<file path="src/rtl/nasti_stream_req_splitter.sv">
// Command front end of the NASTI-to-stream data mover: splits one DMA read command
// into boundary-safe, size-capped mover requests and reports done/err per command.
module nasti_stream_req_splitter #(
    parameter int unsigned ADDR_WIDTH = 64,
    parameter int unsigned DATA_WIDTH = 64,
    parameter int unsigned DEST_WIDTH = 1,
    parameter int unsigned USER_WIDTH = 1,
    parameter int unsigned BOUNDARY   = 4096,
    parameter int unsigned MAX_CHUNK  = 4096
) (
    input  logic                  aclk,
    input  logic                  areset,
    input  logic                  cmd_valid,
    output logic                  cmd_ready,
    input  logic [ADDR_WIDTH-1:0] cmd_addr,
    input  logic [ADDR_WIDTH-1:0] cmd_len,
    input  logic [DEST_WIDTH-1:0] cmd_dest,
    input  logic [USER_WIDTH-1:0] cmd_user,
    input  logic                  cmd_last,
    output logic                  m_valid,
    input  logic                  m_ready,
    output logic [ADDR_WIDTH-1:0] m_addr,
    output logic [ADDR_WIDTH-1:0] m_len,
    output logic [DEST_WIDTH-1:0] m_dest,
    output logic [USER_WIDTH-1:0] m_user,
    output logic                  m_last,
    output logic                  done,
    output logic                  err,
    output logic                  busy
);

    localparam int unsigned ALIGN_BYTES = DATA_WIDTH / 8;
    localparam logic [ADDR_WIDTH-1:0] ALIGN_MASK = ADDR_WIDTH'(ALIGN_BYTES - 1);
    localparam logic [ADDR_WIDTH-1:0] BOUND_V    = ADDR_WIDTH'(BOUNDARY);
    localparam logic [ADDR_WIDTH-1:0] BOUND_MASK = ADDR_WIDTH'(BOUNDARY - 1);
    localparam logic [ADDR_WIDTH-1:0] MAX_V      = ADDR_WIDTH'(MAX_CHUNK);

    typedef enum logic [1:0] {
        IDLE  = 2'd0,
        ISSUE = 2'd1,
        RESP  = 2'd2
    } state_e;

    state_e                  state_q, state_d;
    logic                    m_valid_q, m_valid_d;
    logic [ADDR_WIDTH-1:0]   m_addr_q, m_addr_d;
    logic [ADDR_WIDTH-1:0]   m_len_q, m_len_d;
    logic [DEST_WIDTH-1:0]   m_dest_q, m_dest_d;
    logic [USER_WIDTH-1:0]   m_user_q, m_user_d;
    logic                    m_last_q, m_last_d;
    logic                    done_q, done_d;
    logic                    err_q, err_d;
    logic                    busy_q, busy_d;
    logic [ADDR_WIDTH-1:0]   next_addr_q, next_addr_d;
    logic [ADDR_WIDTH-1:0]   rem_q, rem_d;
    logic                    last_q, last_d;

    logic [ADDR_WIDTH-1:0]   src_addr_c;
    logic [ADDR_WIDTH-1:0]   src_rem_c;
    logic [ADDR_WIDTH-1:0]   room_c;
    logic [ADDR_WIDTH-1:0]   chunk_c;
    logic                    cmd_misaligned_c;

    assign cmd_ready = (state_q == IDLE);
    assign m_valid   = m_valid_q;
    assign m_addr    = m_addr_q;
    assign m_len     = m_len_q;
    assign m_dest    = m_dest_q;
    assign m_user    = m_user_q;
    assign m_last    = m_last_q;
    assign done      = done_q;
    assign err       = err_q;
    assign busy      = busy_q;

    assign cmd_misaligned_c = |((cmd_addr | cmd_len) & ALIGN_MASK);

    // One chunk calculator shared by the first chunk (from the command) and later ones.
    always_comb begin
        src_addr_c = (state_q == IDLE) ? cmd_addr : next_addr_q;
        src_rem_c  = (state_q == IDLE) ? cmd_len  : rem_q;
        room_c     = BOUND_V - (src_addr_c & BOUND_MASK);
        chunk_c    = src_rem_c;
        if (room_c < chunk_c) begin
            chunk_c = room_c;
        end
        if (MAX_V < chunk_c) begin
            chunk_c = MAX_V;
        end
    end

    always_comb begin
        state_d     = state_q;
        m_valid_d   = m_valid_q;
        m_addr_d    = m_addr_q;
        m_len_d     = m_len_q;
        m_dest_d    = m_dest_q;
        m_user_d    = m_user_q;
        m_last_d    = m_last_q;
        next_addr_d = next_addr_q;
        rem_d       = rem_q;
        last_d      = last_q;
        done_d      = 1'b0;
        err_d       = 1'b0;

        unique case (state_q)
            IDLE: begin
                if (cmd_valid) begin
                    if (cmd_misaligned_c) begin
                        err_d   = 1'b1;
                        state_d = RESP;
                    end else if (cmd_len == '0) begin
                        done_d  = 1'b1;
                        state_d = RESP;
                    end else begin
                        m_valid_d   = 1'b1;
                        m_addr_d    = cmd_addr;
                        m_len_d     = chunk_c;
                        m_dest_d    = cmd_dest;
                        m_user_d    = cmd_user;
                        m_last_d    = cmd_last && (cmd_len == chunk_c);
                        next_addr_d = cmd_addr + chunk_c;
                        rem_d       = cmd_len - chunk_c;
                        last_d      = cmd_last;
                        state_d     = ISSUE;
                    end
                end
            end
            ISSUE: begin
                // Next chunk follows the completion back-to-back so the mover sees r_valid held.
                if (m_ready) begin
                    if (rem_q != '0) begin
                        m_addr_d    = next_addr_q;
                        m_len_d     = chunk_c;
                        m_last_d    = last_q && (rem_q == chunk_c);
                        next_addr_d = next_addr_q + chunk_c;
                        rem_d       = rem_q - chunk_c;
                    end else begin
                        m_valid_d = 1'b0;
                        done_d    = 1'b1;
                        state_d   = IDLE;
                    end
                end
            end
            RESP: begin
                state_d = IDLE;
            end
            default: begin
                state_d = IDLE;
            end
        endcase

        busy_d = (state_d != IDLE);
    end

    always_ff @(posedge aclk or posedge areset) begin
        if (areset) begin
            state_q     <= IDLE;
            m_valid_q   <= 1'b0;
            m_addr_q    <= '0;
            m_len_q     <= '0;
            m_dest_q    <= '0;
            m_user_q    <= '0;
            m_last_q    <= 1'b0;
            done_q      <= 1'b0;
            err_q       <= 1'b0;
            busy_q      <= 1'b0;
            next_addr_q <= '0;
            rem_q       <= '0;
            last_q      <= 1'b0;
        end else begin
            state_q     <= state_d;
            m_valid_q   <= m_valid_d;
            m_addr_q    <= m_addr_d;
            m_len_q     <= m_len_d;
            m_dest_q    <= m_dest_d;
            m_user_q    <= m_user_d;
            m_last_q    <= m_last_d;
            done_q      <= done_d;
            err_q       <= err_d;
            busy_q      <= busy_d;
            next_addr_q <= next_addr_d;
            rem_q       <= rem_d;
            last_q      <= last_d;
        end
    end

endmodule
</file>
<file path="config.mk">
export PLATFORM = sky130hd
export DESIGN_NAME = nasti_stream_req_splitter
export DESIGN_NICKNAME = d
export VERILOG_FILES = /design/src/rtl/nasti_stream_req_splitter.sv
export SDC_FILE = /design/constraint.sdc
export NUM_CORES = 1
export LEC_CHECK = 0
export BUFFER_PORTS_ARGS = -buffer_cell sky130_fd_sc_hd__buf_2
export CORE_MARGIN = 1
export CORE_UTILIZATION = 35
export CTS_BUF_LIST = sky130_fd_sc_hd__clkbuf_8
export DETAILED_ROUTE_END_ITERATION = 8
export SYNTH_ARGS = -nofsm -noshare
export SYNTH_HDL_FRONTEND = slang
export SYNTH_SLANG_ARGS = --single-unit
</file>
<file path="constraint.sdc">
create_clock -name aclk -period 14.8 [get_ports aclk]
set_clock_uncertainty 0.1 [all_clocks]
set_input_delay 0.74 -clock aclk [delete_from_list [all_inputs] [get_ports aclk]]
set_output_delay 0.74 -clock aclk [all_outputs]
set_load 0.01 [all_outputs]
</file>
Word level (Yosys, flattened, before mapping)
Cells that the tools add are included.

Flip-flop bits (word level): 266. Bits in latches: 0. RAM bits: 0. ROM bits: 0. Output and inout port bits: 136. Memories: 0.

Add/subtract/negate cells: 5. Multiply operators: 0. Div/mod/pow operators: 0. Order comparisons: 2. Eq/ne operators: 9. Shift-type cells: 0. Muxes and demuxes: 55. Bitwise gates (word level): 3. Reduce and logical (&&, ||, !) cells: 11.

Operator list (count): 64-bit two-way mux (23); 64-bit case mux with 2 select lines (4); 64-bit adder (2); 64-bit equality test (2); 64-bit subtractor (2); 64-bit logical NOT (1); 13-bit by 64-bit less-than comparator with 1-bit output, first input constant (1); 64-bit less-than comparator (1); 64-bit nonzero test (1); 1-bit two-way mux (18); 13-bit by 12-bit subtractor with 14-bit output, first input constant (1); 12-bit two-way mux (1); 2-bit inequality test, second input constant (6); 6-bit AND reduction (2); 2-bit two-way mux (5); 1-bit case mux with 2 select lines (3); 2-bit case mux with 2 select lines (1); 4-bit AND reduction (1); 2-bit nonzero test (2); 3-bit bitwise OR (1); 3-bit OR reduction (1); 2-bit by 1-bit equality test with 1-bit output, second input constant (1); 1-bit logical AND (2); 2-bit logical NOT (1); 1-bit NOT (2).

Depth between registers and ports, before layout
Word-level depth: 13. Mapped depth: 33.

Least setup slack after synthesis
No wires, ideal clock.

Kind: flip-flop to flip-flop. From: register state_q[0]. To: register next_addr_q[48]. Setup time: 95 ps. Arrival time: 6403 ps. Data required time: 14605 ps. Setup slack: 8202 ps. Stages on the path, launching flop included: 33. Buffers on the path: 4. Clock period less this slack: 6598 ps. Cell sequence: dfrtp_1 > buf_6 > nor2_8 > buf_8 > buf_2 > mux2i_1 > ha_1 > nand3_1 > nor3b_1 > xnor2_1 > inv_1 > ha_1 > nand4_1 > nor2_1 > nand2_1 > a21o_1 > a31oi_2 > clkbuf_1 > nor2_1 > a211oi_1 > ha_1 > inv_1 > fa_1 > nor2b_1 > o31ai_1 > a21oi_1 > a2111oi_2 > o31ai_1 > a211oi_2 > o221ai_1 > o311ai_1 > nor3b_1 > o31ai_1.

Word-level cells in the longest chain between the ends: 12. Elaborated cells between the ends (all ways): 24. Those cells by class: add/sub: 3; order compare: 2; eq/ne: 6; mux: 10; reduce/logical: 3.

Ends and longest elaborated chain: from (decl) (RTL line 44) `state_e state_q, state_d;`; from (signal assigned) (RTL line 171) `state_q <= state_d;`; 2-bit logical NOT *; net cmd_ready (RTL line 14) `output logic cmd_ready,`; 12-bit two-way mux (RTL line 79) `src_addr_c = (state_q == IDLE) ? cmd_addr : next_addr_q;`; 13-bit by 12-bit subtractor with 14-bit output (RTL line 81) `room_c = BOUND_V - (src_addr_c & BOUND_MASK);`; 64-bit less-than comparator (RTL line 83) `if (room_c < chunk_c) begin`; 64-bit two-way mux * (RTL line 83); 13-bit by 64-bit less-than comparator with 1-bit output (RTL line 86) `if (MAX_V < chunk_c) begin`; 64-bit two-way mux * (RTL line 86); net chunk_c[0] (RTL line 61) `logic [ADDR_WIDTH-1:0] chunk_c;`; 64-bit adder (RTL line 121) `next_addr_d = cmd_addr + chunk_c;`; 64-bit two-way mux (RTL line 111) `end else if (cmd_len == '0) begin`; 64-bit two-way mux (RTL line 108) `if (cmd_misaligned_c) begin`; 64-bit two-way mux (RTL line 107) `if (cmd_valid) begin`; 64-bit case mux with 2 select lines * (RTL line 105) `unique case (state_q)`; to (signal assigned) (RTL line 181) `next_addr_q <= next_addr_d;`; to (decl) (RTL line 54) `logic [ADDR_WIDTH-1:0] next_addr_q, next_addr_d;`.

The timed path passes the listed nets; every way through them passes the cells marked *. The select of a mux whose other input is x is not followed. A chain may end at the register's enable or synchronous reset.

Final worst setup path
From: register state_q[0]. To: register rem_q[56].

Word-level cells in the longest chain between the ends: 12. Elaborated cells between the ends (all ways): 24. Those cells by class: add/sub: 3; order compare: 2; eq/ne: 6; mux: 10; reduce/logical: 3.

Ends and longest elaborated chain: 2-bit logical NOT * (RTL line 79, 80); 12-bit two-way mux (RTL line 79); 13-bit by 12-bit subtractor with 14-bit output (RTL line 81); 64-bit less-than comparator (RTL line 83); 64-bit two-way mux * (RTL line 83); 13-bit by 64-bit less-than comparator with 1-bit output (RTL line 86); 64-bit two-way mux * (RTL line 86); net chunk_c[12] (RTL line 61); 64-bit subtractor (RTL line 122) `rem_d = cmd_len - chunk_c;`; 64-bit two-way mux (RTL line 111); 64-bit two-way mux (RTL line 108); 64-bit two-way mux (RTL line 107); 64-bit case mux with 2 select lines * (RTL line 105); to (signal assigned) (RTL line 182) `rem_q <= rem_d;`; to (decl) (RTL line 55) `logic [ADDR_WIDTH-1:0] rem_q, rem_d;`.

Marks and branches as above.

==> impl_results.md <==
* Status: completed
* CTS buffer count at 50
* Pwr dens at 126.0 nW/um2
* Period utilization at 60.45%
* Crit Reg-Reg Endpoint: rem_q[56]
* Drt via density at 5.375
* Worst slew pin tran at 1365 ps
* Worst hold path type: in2async
* Number of synthesis warnings at 0
* Area grow syn2layout at 16.05%
* Core Area at 64930 um2
* Drt wl/cell at 18.14 um
* FP Rows at 93
* WS Path Type: reg2reg
* Post-synthesis sequential area ratio at 28.76%
* GRT Overall Usage at 21.67%
* Slew HR at 8.175%
* # DRC at 0
* Pleak at 13.47 nW
* Final setup vio count at 0
* Clock Sinks at 266
* Placer Congestion at 0.9334
* Starting DRT DRC Count at 1644
* Critical path peak fanout at 36
* Overflow left after global routing at 0
* IO Port Bufs at 270
* Most repeated library cell on the critical path: ha_1
* Clock Path Buffers at 3
* Crit path buf inv count at 3
* WHS at 106.3 ps
* Fin Setup TNS at 0 ps
* First-pass GRT wire length at 116.4 mm
* Postcts setup bufs at 0
* Clk slew on worst S/H paths at 60 ps
* Most common cell after layout, fill and taps aside: nand2_1
* Fin. Hold Viols at 0
* Tmin final at 8947 ps
* Cell area after synthesis at 23150 um2
* Max Clk Rate at 111.8 MHz
* Clk_lat worst skew at 640 ps
* Post_cts resized at 0
* VDD IR max at 0.00006873 V
* CP endpoint kind: flip-flop
* CP arrival at 9400 ps
* Post-synth top flop: dfrtp_1
* Top cell type's share of synthesized area at 28.76%
* Die Area at 67170 um2
* Worst r2r path cells at 29
* First-pass DRT Iterations at 5
* Top post-synthesis cells by area: dfrtp_1 29%, ha_1 11%, nand2_1 7.0%
* Yosys top cell by area: dfrtp_1
* Yosys reg bits at 266
* Die W at 259.2 um
* Routed Antenna Nets at 0
* Commonest non-fill, non-tap cells in the layout: 433 x nand2_1, 288 x a21oi_1, 270 x buf_2
* Maxcap violations at 0
* Ports at 271
* Clock root cell: clkbuf_8
* Layout cell share with drive strength beyond 1 at 15.02%
* Post-detailed-placement half-perimeter wirelength at 56.96 mm
* Post-synth cell types at 87
* Worst Setup Start Kind: flip-flop
* CP required at 15260 ps
* Initial Util at 35.65%
* Worst r2r src: state_q[0]
* RSZ-0062 raised after global routing: false
* Cell family with most CP delay: compound AO/OA/AOI/OAI gates
* FF-to-FF setup slack at 5850 ps
* Vias in the first global route at 20980
* Crit-path slowest cell: a31oi_4
* Via Count at 22070
* Hold_buf cts at 0
* # fillers at 6797
* CP max stage delay at 860 ps
* Fin nets at 3554
* Initial antenna violation count at 6
* Final slew viol count at 0
* Post-Syn Instances at 2861
* Number of synthesized flops with an enable pin at 0
* Htree depth at 2
* FFs w/ async S/R, synth at 100.0%
* CTS tree: yes
* Syn avg cell area at 8.091 um2
* Die H at 259.2 um
* Largest net degree at the start of global routing at 212
* Routed WL at 74.48 mm
worst max path at each step:
| stage | startpoint | end | slack [ps] | depth (start not counted) |
|---|---|---|---|---|
| floorplan | areset | busy | 6630 | 1 |
| global placement | cmd_len[63] | rem_q[61] | 5680 | 20 |
| detailed placement | cmd_len[63] | rem_q[49] | 5640 | 20 |
| CTS | state_q[0] | rem_q[49] | 5860 | 28 |
| global route | state_q[0] | rem_q[61] | 5160 | 28 |
| finish | state_q[0] | rem_q[56] | 5850 | 29 |
metrics by stage:
stage / power (mW) / worst slack (ps) / util, % / std cells / cell area, um2
after floorplan: 2.141 / 6635 / - / 3009 / 23700
after global placement: 2.563 / 5684 / 39.66 / 4017 / 25750
after detailed placement: 2.561 / 5642 / 39.66 / 4017 / 25750
after CTS: 3.394 / 5863 / 41.37 / 4105 / 26860
after global routing: 3.637 / 5157 / 41.37 / 4106 / 26860
final: 3.383 / 5853 / 41.37 / 4106 / 26860
cell families after synthesis:
group | synth area share, %
compound gates | 24.02
other cells | 0.03244
buf+inv | 3.746
fa+ha+maj | 11.18
simple gates | 20.90
xor+xnor | 5.978
flops | 28.76
mux | 5.384
flip-flops by register name, indices dropped and copies added (netlist names):
register	count
last_q	1
done	1
m_last	1
m_user	1
m_dest	1
m_valid	1
err	1
state_q	2
m_len	64
m_addr	64
next_addr_q	64
rem_q	64
busy	1
per-layer routing:
| layer | global-route usage [%] | share of wire, % |
|---|---|---|
| met1 | 30.06 | 47 |
| met2 | 34.83 | 45 |
| met3 | 3.583 | 5.6 |
| met4 | 5.458 | 2.2 |
| met5 | 0 | 0.079 |
final cells by class:
type | instances | area (um2) | share of cell area (%)
Timing Repair Buffer | 285 | 1476 | 5.496
Clock buffer | 66 | 908.4 | 3.382
Sequential cell | 266 | 6656 | 24.78
Clock inverter | 22 | 197.7 | 0.7359
Tap cell | 855 | 1070 | 3.983
Multi-Input combinational cell | 2527 | 16230 | 60.41
Inverter | 84 | 322.8 | 1.202
Antenna cell | 1 | 2.502 | 0.009316
power by group:
group | internal (mW) | total [mW] | switching (mW)
sequential | 0.895 | 1.04 | 0.144
combinational | 0.636 | 1.54 | 0.900
clock | 0.466 | 0.809 | 0.343
synthesized netlist by cell type, drive strengths merged, types with 9 or more instances:
cell type,number
o211a,10
or4,9
o21bai,39
ha,202
xnor2,93
inv,84
a31oi,42
o31ai,19
mux2,75
buf,26
nor2,214
o21ai,175
o211ai,21
o22ai,11
mux2i,36
nand2b,21
a21o,90
nor2b,16
dfrtp,266
a21oi,288
nor4,47
o21a,38
nand4,52
and2,16
xor2,65
nor3,41
a21boi,13
nand3,58
a211oi,36
or3,16
and3,82
clkbuf,106
nand2,434
worst register-to-register path, delay by kind of cell, from the launching register on:
| family | cells | cell delay (ps) |
|---|---|---|
| xor+xnor | 2 | 390 |
| flops | 1 | 560 |
| mux | 2 | 920 |
| compound gates | 10 | 3570 |
| fa+ha+maj | 4 | 1230 |
| buf+inv | 3 | 360 |
| simple gates | 8 | 1770 |
Power figures use the tool's default switching activity.
